<file path="config.mk">
export PLATFORM = sky130hd
export DESIGN_NAME = gemm_vector_feeder
export DESIGN_NICKNAME = d
export VERILOG_FILES = /design/src/rtl/gemm_vector_feeder_pkg.sv /design/src/rtl/gemm_result_fifo.sv /design/src/rtl/gemm_vector_feeder.sv
export SDC_FILE = /design/constraint.sdc
export NUM_CORES = 1
export LEC_CHECK = 0
export CAP_MARGIN = 20
export CORE_ASPECT_RATIO = 0.9
export CORE_MARGIN = 4
export CORE_UTILIZATION = 30
export CTS_CLUSTER_DIAMETER = 200
export DETAILED_ROUTE_END_ITERATION = 8
export HOLD_SLACK_MARGIN = 0.08
export PLACE_DENSITY_LB_ADDON = 0.3
export SYNTH_ARGS = -nofsm -noshare
export SYNTH_HDL_FRONTEND = slang
export SYNTH_HIERARCHICAL = 1
export SYNTH_SLANG_ARGS = --single-unit
</file>
<file path="constraint.sdc">
create_clock -name clk -period 5.3 [get_ports clk]
set_input_delay 0.795 -clock clk [delete_from_list [all_inputs] [get_ports clk]]
set_output_delay 0.795 -clock clk [all_outputs]
set_load 0.1 [all_outputs]
</file>
<file path="src/rtl/gemm_vector_feeder_pkg.sv">
// ============================================================================
// Module      : gemm_vector_feeder_pkg
// Description : Shared helpers for the GEMM vector feeder: fixed GEMM latency
//               as a function of array size, and counter width for a FIFO of
//               a given depth (must hold the value DEPTH itself).
// Revision    : 1.0 - initial release
// ============================================================================
`default_nettype none

package gemm_vector_feeder_pkg;

    // Cycles from a vector driving the GEMM activation inputs until its
    // result appears on the GEMM activation outputs.
    function automatic int feeder_latency(input int sa_size);
        return 2 * sa_size;
    endfunction

    // Width needed to count 0..depth inclusive.
    function automatic int feeder_cnt_w(input int depth);
        return $clog2(depth + 1);
    endfunction

endpackage

`default_nettype wire

</file>
<file path="src/rtl/gemm_result_fifo.sv">
// ============================================================================
// Module      : gemm_result_fifo
// Description : Synchronous FIFO without fall-through. Pop side is a
//               valid/ready stream; head data is held stable until popped
//               and reads as zero while empty. Pushes at full are ignored
//               (the feeder's credit scheme keeps that from happening).
// Revision    : 1.0 - initial release
// Ports       : clk, reset (async, active high)
//               push_i / push_data_i         write side
//               pop_valid_o / pop_ready_i / pop_data_o  read stream
//               count_o                      current occupancy 0..DEPTH
// ============================================================================
`default_nettype none

module gemm_result_fifo
    import gemm_vector_feeder_pkg::*;
#(
    parameter int DATA_W = 8,
    parameter int DEPTH  = 8,
    parameter int CNT_W  = feeder_cnt_w(DEPTH)
) (
    input  logic              clk,
    input  logic              reset,
    input  logic              push_i,
    input  logic [DATA_W-1:0] push_data_i,
    output logic              pop_valid_o,
    input  logic              pop_ready_i,
    output logic [DATA_W-1:0] pop_data_o,
    output logic [CNT_W-1:0]  count_o
);

    localparam int PTR_W = $clog2(DEPTH);

    logic [DATA_W-1:0] mem_q [DEPTH];
    logic [PTR_W-1:0]  wr_ptr_q;
    logic [PTR_W-1:0]  rd_ptr_q;
    logic [CNT_W-1:0]  count_q;
    logic              w_full;
    logic              w_do_push;
    logic              w_do_pop;

    assign w_full      = (count_q == CNT_W'(DEPTH));
    assign w_do_push   = push_i && !w_full;
    assign pop_valid_o = (count_q != '0);
    assign w_do_pop    = pop_valid_o && pop_ready_i;

    // Storage needs no reset: entries are only visible once counted.
    always_ff @(posedge clk) begin
        if (w_do_push) begin
            mem_q[wr_ptr_q] <= push_data_i;
        end
    end

    // DEPTH is a power of two, so pointers wrap naturally.
    always_ff @(posedge clk or posedge reset) begin
        if (reset) begin
            wr_ptr_q <= '0;
            rd_ptr_q <= '0;
            count_q  <= '0;
        end else begin
            if (w_do_push) begin
                wr_ptr_q <= wr_ptr_q + PTR_W'(1);
            end
            if (w_do_pop) begin
                rd_ptr_q <= rd_ptr_q + PTR_W'(1);
            end
            case ({w_do_push, w_do_pop})
                2'b10:   count_q <= count_q + CNT_W'(1);
                2'b01:   count_q <= count_q - CNT_W'(1);
                default: count_q <= count_q;
            endcase
        end
    end

    assign pop_data_o = pop_valid_o ? mem_q[rd_ptr_q] : '0;
    assign count_o    = count_q;

endmodule

`default_nettype wire

</file>
<file path="src/rtl/gemm_vector_feeder.sv">
// ============================================================================
// Module      : gemm_vector_feeder
// Description : Transmit-side front end for the fixed-weights systolic GEMM.
//               Registers accepted activation vectors onto the GEMM inputs
//               (zero bubbles when idle), tracks each through the fixed
//               2*SA_SIZE GEMM latency with a tag pipe, captures the result
//               into a FIFO and returns it tagged with row index and last.
//               A credit count (in flight + queued) bounds acceptance so the
//               FIFO can never overflow.
// Revision    : 1.0 - initial release
// Config      : `define GEMM_FEEDER_PROTOCOL_CHECK_EN builds a sticky err
//               flag (tag exit without gemm_output_valid, or push at full);
//               otherwise err is tied to 0.
// Ports       : clk, reset (async, active high)
//               in_valid / in_ready / in_vector / in_last   input stream
//               gemm_activation_inputs  -> GEMM
//               gemm_activation_outputs, gemm_output_valid <- GEMM
//               res_valid / res_ready / res_vector / res_index / res_last
//               busy, err
// ============================================================================
`default_nettype none

module gemm_vector_feeder
    import gemm_vector_feeder_pkg::*;
#(
    parameter int SA_SIZE                = 4,
    parameter int WEIGHT_ACTIVATION_SIZE = 8,
    parameter int RESULT_FIFO_DEPTH      = 8,
    parameter int ROW_IDX_W              = 8
) (
    input  logic                                                clk,
    input  logic                                                reset,
    input  logic                                                in_valid,
    output logic                                                in_ready,
    input  logic [SA_SIZE-1:0][WEIGHT_ACTIVATION_SIZE-1:0]      in_vector,
    input  logic                                                in_last,
    output logic [SA_SIZE-1:0][WEIGHT_ACTIVATION_SIZE-1:0]      gemm_activation_inputs,
    input  logic [SA_SIZE-1:0][WEIGHT_ACTIVATION_SIZE-1:0]      gemm_activation_outputs,
    input  logic                                                gemm_output_valid,
    output logic                                                res_valid,
    input  logic                                                res_ready,
    output logic [SA_SIZE-1:0][WEIGHT_ACTIVATION_SIZE-1:0]      res_vector,
    output logic [ROW_IDX_W-1:0]                                res_index,
    output logic                                                res_last,
    output logic                                                busy,
    output logic                                                err
);

    localparam int LATENCY = feeder_latency(SA_SIZE);
    localparam int CNT_W   = feeder_cnt_w(RESULT_FIFO_DEPTH);
    localparam int VEC_W   = SA_SIZE * WEIGHT_ACTIVATION_SIZE;
    localparam int ENTRY_W = VEC_W + ROW_IDX_W + 1;

    // Tag width depends on ROW_IDX_W, so the struct lives with the module.
    typedef struct packed {
        logic                 valid;
        logic [ROW_IDX_W-1:0] index;
        logic                 last;
    } feeder_tag_t;

    logic [SA_SIZE-1:0][WEIGHT_ACTIVATION_SIZE-1:0] act_q;
    feeder_tag_t          issue_tag_q;
    feeder_tag_t          issue_tag_d;
    feeder_tag_t          tag_q [LATENCY];
    logic [ROW_IDX_W-1:0] idx_q;
    logic [ROW_IDX_W-1:0] idx_d;
    logic [CNT_W-1:0]     inflight_q;
    logic [CNT_W-1:0]     inflight_d;

    logic                 w_accept;
    feeder_tag_t          w_exit_tag;
    logic                 w_push;
    logic [CNT_W-1:0]     w_fifo_count;
    logic [CNT_W:0]       w_credits_used;
    logic [ENTRY_W-1:0]   w_push_data;
    logic [ENTRY_W-1:0]   w_pop_data;

    // Credits come from registered state only; a pop frees its credit one
    // cycle later, keeping res_ready off the in_ready path.
    assign w_credits_used = {1'b0, inflight_q} + {1'b0, w_fifo_count};
    assign in_ready       = (w_credits_used < (CNT_W + 1)'(RESULT_FIFO_DEPTH));
    assign busy           = (inflight_q != '0) || (w_fifo_count != '0);

    assign w_exit_tag = tag_q[LATENCY-1];
    assign w_push     = w_exit_tag.valid;

    always_comb begin
        w_accept = in_valid && in_ready;

        idx_d = idx_q;
        if (w_accept) begin
            idx_d = in_last ? '0 : idx_q + ROW_IDX_W'(1);
        end

        issue_tag_d.valid = w_accept;
        issue_tag_d.index = w_accept ? idx_q : '0;
        issue_tag_d.last  = w_accept && in_last;

        inflight_d = inflight_q;
        if (w_accept && !w_push) begin
            inflight_d = inflight_q + CNT_W'(1);
        end else if (!w_accept && w_push) begin
            inflight_d = inflight_q - CNT_W'(1);
        end
    end

    // issue_tag_q travels alongside act_q (the cycle the vector drives the
    // GEMM); the LATENCY-stage pipe behind it lines the tag up with the
    // GEMM output.
    always_ff @(posedge clk or posedge reset) begin
        if (reset) begin
            act_q       <= '0;
            issue_tag_q <= '0;
            for (int k = 0; k < LATENCY; k++) begin
                tag_q[k] <= '0;
            end
            idx_q      <= '0;
            inflight_q <= '0;
        end else begin
            act_q       <= w_accept ? in_vector : '0;
            issue_tag_q <= issue_tag_d;
            tag_q[0]    <= issue_tag_q;
            for (int k = 1; k < LATENCY; k++) begin
                tag_q[k] <= tag_q[k-1];
            end
            idx_q      <= idx_d;
            inflight_q <= inflight_d;
        end
    end

    assign gemm_activation_inputs = act_q;
    assign w_push_data = {gemm_activation_outputs, w_exit_tag.index, w_exit_tag.last};

    gemm_result_fifo #(
        .DATA_W (ENTRY_W),
        .DEPTH  (RESULT_FIFO_DEPTH),
        .CNT_W  (CNT_W)
    ) u_result_fifo (
        .clk         (clk),
        .reset       (reset),
        .push_i      (w_push),
        .push_data_i (w_push_data),
        .pop_valid_o (res_valid),
        .pop_ready_i (res_ready),
        .pop_data_o  (w_pop_data),
        .count_o     (w_fifo_count)
    );

    assign {res_vector, res_index, res_last} = w_pop_data;

`ifdef GEMM_FEEDER_PROTOCOL_CHECK_EN
    logic err_q;
    logic w_fifo_full;

    assign w_fifo_full = (w_fifo_count == CNT_W'(RESULT_FIFO_DEPTH));

    always_ff @(posedge clk or posedge reset) begin
        if (reset) begin
            err_q <= 1'b0;
        end else if ((w_push && !gemm_output_valid) || (w_push && w_fifo_full)) begin
            err_q <= 1'b1;
        end
    end

    assign err = err_q;

  `ifdef FORMAL
    always @(posedge clk) begin
        if (!reset) begin
            assert (!w_push || gemm_output_valid);
            assert (!(w_push && w_fifo_full));
        end
    end
  `endif
`else
    logic w_unused_gemm_valid;
    assign w_unused_gemm_valid = gemm_output_valid;
    assign err = 1'b0;
`endif

endmodule

`default_nettype wire

</file>
=== Word level (Yosys, flattened, before mapping) ===
Memory sizes are Yosys's and may differ from the RTL's.
Cells that the tools add are included.

* Flip-flop bits (word level): 144
* Bits in writable memories: 328
* Bits of input ports: 70
* Output and inout bits: 77
* Logic and storage cells: 72
* Memories: 1

* Add/sub/neg operators: 8
* Order comparisons: 1
* Equal/unequal tests: 3
* Multiplexer cells: 9
* Reductions and logical operators: 14

{| class="wikitable"
|+ Memories
! memory !! words !! width !! rd ports !! clocked after Yosys merged registers in !! wr ports !! line !! source
|-
| u_result_fifo.mem_q || 8 || 41 || 1 || 0 || 1 || gemm_result_fifo.sv:34 || <nowiki>logic [DATA_W-1:0] mem_q [DEPTH];</nowiki>
|}

{| class="wikitable"
|+ Operators by type and width
! cell !! count
|-
| $mux W41 || 1
|-
| $mux W32 || 1
|-
| $mux W8 || 2
|-
| $add A4 B1 Y4 const B || 2
|-
| $add A8 B1 Y8 const B || 1
|-
| $mux W4 || 2
|-
| $pmux W4 S2 || 1
|-
| $reduce_bool A4 Y1 || 2
|-
| $sub A4 B1 Y4 const B || 2
|-
| $add A3 B1 Y3 const B || 2
|-
| $logic_and A1 B1 Y1 || 6
|-
| $add A4 B4 Y5 || 1
|-
| $lt A5 B4 Y1 const B || 1
|-
| $eq A4 B4 Y1 const B || 1
|-
| $reduce_bool A2 Y1 || 2
|-
| $logic_not A1 Y1 || 3
|-
| $eq A2 B1 Y1 const B || 1
|-
| $eq A2 B2 Y1 const B || 1
|-
| $mux W1 || 2
|-
| $logic_or A1 B1 Y1 || 1
|}

=== Depth between registers and ports, before layout ===
* Word-level depth: 7
* Mapped depth: 12
* Mapped depth without buffers: 11

=== Hierarchy ===
Netlist, hierarchy kept.

{| class="wikitable"
|+ Modules (own cells, without submodules)
! module !! instances !! cells each !! area an instance (um2) !! sequential area each (um2)
|-
| gemm_result_fifo || 1 || 545 || 12933.7 || 10099.7
|-
| gemm_vector_feeder || 1 || 254 || 4237.8 || 3353.2
|}

=== Least setup slack after synthesis ===
OpenSTA, ideal clock, no wires.

* Path type: reg2reg
* Start: reg u_result_fifo.count_q[0] (netlist: u_result_fifo/count_o[0])
* End: mem u_result_fifo/mem_q[0][0] (netlist bit), enable pin
* Library setup time: 0.490 ns
* Data arrival time: 3.604 ns
* Data required time: 4.810 ns
* Setup slack: 1.206 ns
* Stages on the path, launching flop included: 4
* Path buffers: 0
* Clock period less this slack: 4.094 ns
* Path through: dfrtp_1 -> or4b_2 -> nand3b_1 -> nor3_1

* Word-level cells in the longest chain between the ends: 5

{| class="wikitable"
|+ Ends and longest elaborated chain
! element !! line !! source
|-
| start, declared || gemm_result_fifo.sv:37 || <nowiki>logic [CNT_W-1:0] count_q;</nowiki>
|-
| start signal, assigned || gemm_result_fifo.sv:68 || <nowiki>2'b10: count_q <= count_q + CNT_W'(1);</nowiki>
|-
| start signal, assigned || gemm_result_fifo.sv:69 || <nowiki>2'b01: count_q <= count_q - CNT_W'(1);</nowiki>
|-
| start signal, assigned || gemm_result_fifo.sv:70 || <nowiki>default: count_q <= count_q;</nowiki>
|-
| $eq A4 B4 Y1 || gemm_result_fifo.sv:42 || <nowiki>assign w_full = (count_q == CNT_W'(DEPTH));</nowiki>
|-
| $logic_not A1 Y1 || gemm_result_fifo.sv:43 || <nowiki>assign w_do_push = push_i && !w_full;</nowiki>
|-
| $logic_and A1 B1 Y1 || gemm_result_fifo.sv:43 ||
|-
| $mux W1 || gemm_result_fifo.sv:49 || <nowiki>if (w_do_push) begin</nowiki>
|-
| $mux W1 (implied by the code) || gemm_result_fifo.sv:50 || <nowiki>mem_q[wr_ptr_q] <= push_data_i;</nowiki>
|-
| end, declared || gemm_result_fifo.sv:34 ||
|}

Every way passes these cells.

==> results by group <==
Run status
  • Outcome: completed

Global routing
  • Grt ovf: 0
  • Pin count of the biggest net entering global routing: 101
  • Initial antenna violation count: 2
  • Total Routing Usage GR: 11.04%
  • First-pass GRT wire length: 51.96 mm
  • Vias in the first global route: 8387

Worst setup path
  • Slack of the worst reg-to-reg path: 1.95 ns
  • Setup crit start kind: flop
  • Reg-to-reg endpoint: inflight_q[3]$_DFFE_PP0P_
  • Worst r2r src: u_result_fifo/count_o[1]$_DFFE_PP0P_
  • Crit-path max FO: 39
  • Worst r2r path cells: 10
  • Critical Path End Type: primary output
  • Worst setup path end: res_vector[2]
  • Critical Path RT: 4.51 ns
  • Worst setup path class: flop to primary output
  • CP Launch Point: u_result_fifo/rd_ptr_q[0]$_DFFE_PP0P_
  • Critical Path AT: 3.63 ns

Finish
  • Fillers: 5138
  • Multi-input logic area: 3438 sq um
  • Nets: 1052
  • Seq. cell area: 13460 sq um
  • Area growth syn-to-layout: 22.14%
  • Layout cells sized above 1: 23.31%
  • Commonest cells after routing, fill and taps aside: edfxtp_1, dfrtp_1, clkdlybuf4s50_1, mux4_2, clkbuf_16
  • Most common cell after layout, fill and taps aside: edfxtp_1

Die
  • Core area: 56120 sq um
  • Chip Height: 235.0 um
  • Chip width: 260.2 um
  • Starting Density: 30.60%
  • Die area: 61130 sq um
  • Top-level I/O count: 147
  • Rows: 82

STA
  • Hold_ws: 0.3349 ns
  • Measured slew at the worst slew-check pin: 1.187 ns
  • Final setup TNS: 0 ns
  • Relative slew slack: 20.61%
  • Fin Clk Skew: 0.01777 ns
  • RSZ-0062 raised after global routing: no
  • Final hold violation count: 0
  • Finish-stage setup viols: 0
  • Max-slew violation count: 0
  • Fmax: 226.0 MHz
  • Period Utilization, post-route: 83.48%
  • Final period demand of the worst path: 4.425 ns

Synthesis
  • Sequential share of the synthesized area: 78.34%
  • Synthesized area: 17170 sq um
  • Register bit total from synthesis: 472
  • Yosys warnings: 6
  • Post-synth cell types: 53
  • Mapped Cells: 799
  • Syn_area_per_cell: 21.49 sq um
  • Syn nets: 882

Clocking
  • Clock root buffer: clkbuf_16
  • Setup Buffers After CTS: 0
  • Worst-skew pair later-pin latency: 0.58 ns
  • TritonCTS buffer count: 47
  • TritonCTS clock tree: yes
  • # clock sinks: 472
  • Clk slew on worst S/H paths: 0.06 ns
  • Max Root-Sink Buffers: 3
  • Resized Gates After CTS: 0
  • CTS H-tree depth: 2
  • Hold buffer count at CTS: 0

Routing
  • Vias: 7972
  • DR iter-0 viols: 451
  • Residual DRC count: 0
  • Wire per inst: 19.13 um
  • ANT nets after route: 0
  • First drt pass iteration count: 5
  • Drt total wl: 33.77 mm
  • Vias per Instance: 4.517

Placed design
  • # port buffers: 144
  • GP Congestion: 0.7516
  • Placed wire-length estimate: 18.09 mm

Flow run
  • Max capacitance violation total: 0

Min path
  • Hold Crit Class: flop to flop
==> metrics by stage <==
stage,util [%],instances,worst slack [ns],instance area [sq um]
after floorplan,-,799,0.9222,17170
after CTS,37.37,1764,0.7758,20970
after global routing,37.37,1764,0.7011,20970
after detailed placement,34.62,1676,1.407,19430
final,37.37,1765,0.8753,20970
after global placement,34.62,1676,1.391,19430
==> state kept, by name (all words and copies together) (netlist names) <==
name / count
u_result_fifo/mem_q: 328
tag_q: 79
idx_q: 8
u_result_fifo/wr_ptr_q: 3
inflight_q: 4
u_result_fifo/count_o: 4
gemm_activation_inputs: 32
w_push: 1
u_result_fifo/rd_ptr_q: 3
issue_tag_q: 10
==> layer usage <==
metal	routed length [um]	track usage, %	part of all wire (%)	up-vias
met2	15190	16.45	45	224
met3	2494	3.596	7.4	59
li1	-	-	-	3501
met1	15260	15.48	45	4186
met4	805	3.366	2.4	2
met5	13	0	0.038	-
==> synth_stat cells, drive strengths merged <==
master	n	area (sq um)
a2111oi	2	17.52
a21o	2	15.01
a21oi	2	10.01
a22o	41	360.3
a31oi	3	25.02
and2	40	322.8
and3	1	6.260
buf	28	254.0
clkbuf	10	37.54
conb	1	3.750
dfrtp	144	3603
edfxtp	328	9849
fa	1	20.02
ha	12	150.1
inv	11	43.80
mux2	4	45.04
mux2i	2	20.02
mux4	82	1847
nand2	11	41.29
nand2b	5	33.78
nand3	6	30.03
nand3b	3	22.52
nor2	13	48.80
nor2b	2	20.02
nor3	7	46.30
nor4	2	12.51
o211ai	1	21.27
o21a	2	15.01
o21ai	11	58.81
o221ai	1	8.760
o2bb2ai	1	8.760
o311ai	1	8.760
o31ai	3	22.52
o41ai	1	8.760
or3	1	6.260
or3b	1	8.760
or4	2	18.77
or4b	2	20.02
xnor2	8	70.07
xor2	1	8.760
==> worst max-delay path: stages (launching register included) <==
cell	delay [ns]
dfrtp_4	0.80
buf_12	0.37
mux4_2	0.54
a22o_1	0.29
clkdlybuf4s50_1	0.98
==> cells by family after synthesis <==
family / share of synthesized area (%)
DFF: 78.34
and+or+nand+nor: 3.716
muxes: 11.13
AOI/OAI and AO/OA: 3.381
buffers and inverters: 1.953
adders and majority gates: 0.9909
xor gates and xnor gates: 0.4591
other: 0.02184
==> cell type report <==
type | instances | area share (%)
diodes | 1 | 0.01193
inverters | 11 | 0.2327
repair buffers | 159 | 7.326
multi-input cells | 278 | 16.39
clock inverters | 30 | 1.420
flip-flops and latches | 472 | 64.18
well taps | 756 | 4.510
clock buffers | 58 | 5.924
==> worst min-delay path by stage <==
stage	start	to	slack [ns]	depth (start not counted)
2_1_floorplan	tag_q[10]$_DFF_PP0_	tag_q[0]$_DFF_PP0_	0.33	0
3_3_place_gp	tag_q[79]$_DFF_PP0_	tag_q[69]$_DFF_PP0_	0.33	0
3_5_place_dp	tag_q[30]$_DFF_PP0_	tag_q[20]$_DFF_PP0_	0.33	0
4_1_cts	tag_q[30]$_DFF_PP0_	tag_q[20]$_DFF_PP0_	0.33	0
5_1_grt	tag_q[30]$_DFF_PP0_	tag_q[20]$_DFF_PP0_	0.34	0
6_report	tag_q[30]$_DFF_PP0_	tag_q[20]$_DFF_PP0_	0.33	0
Power is not shown: default switching activity piles up to over one toggle a cycle in this logic, so the estimate is an artifact.
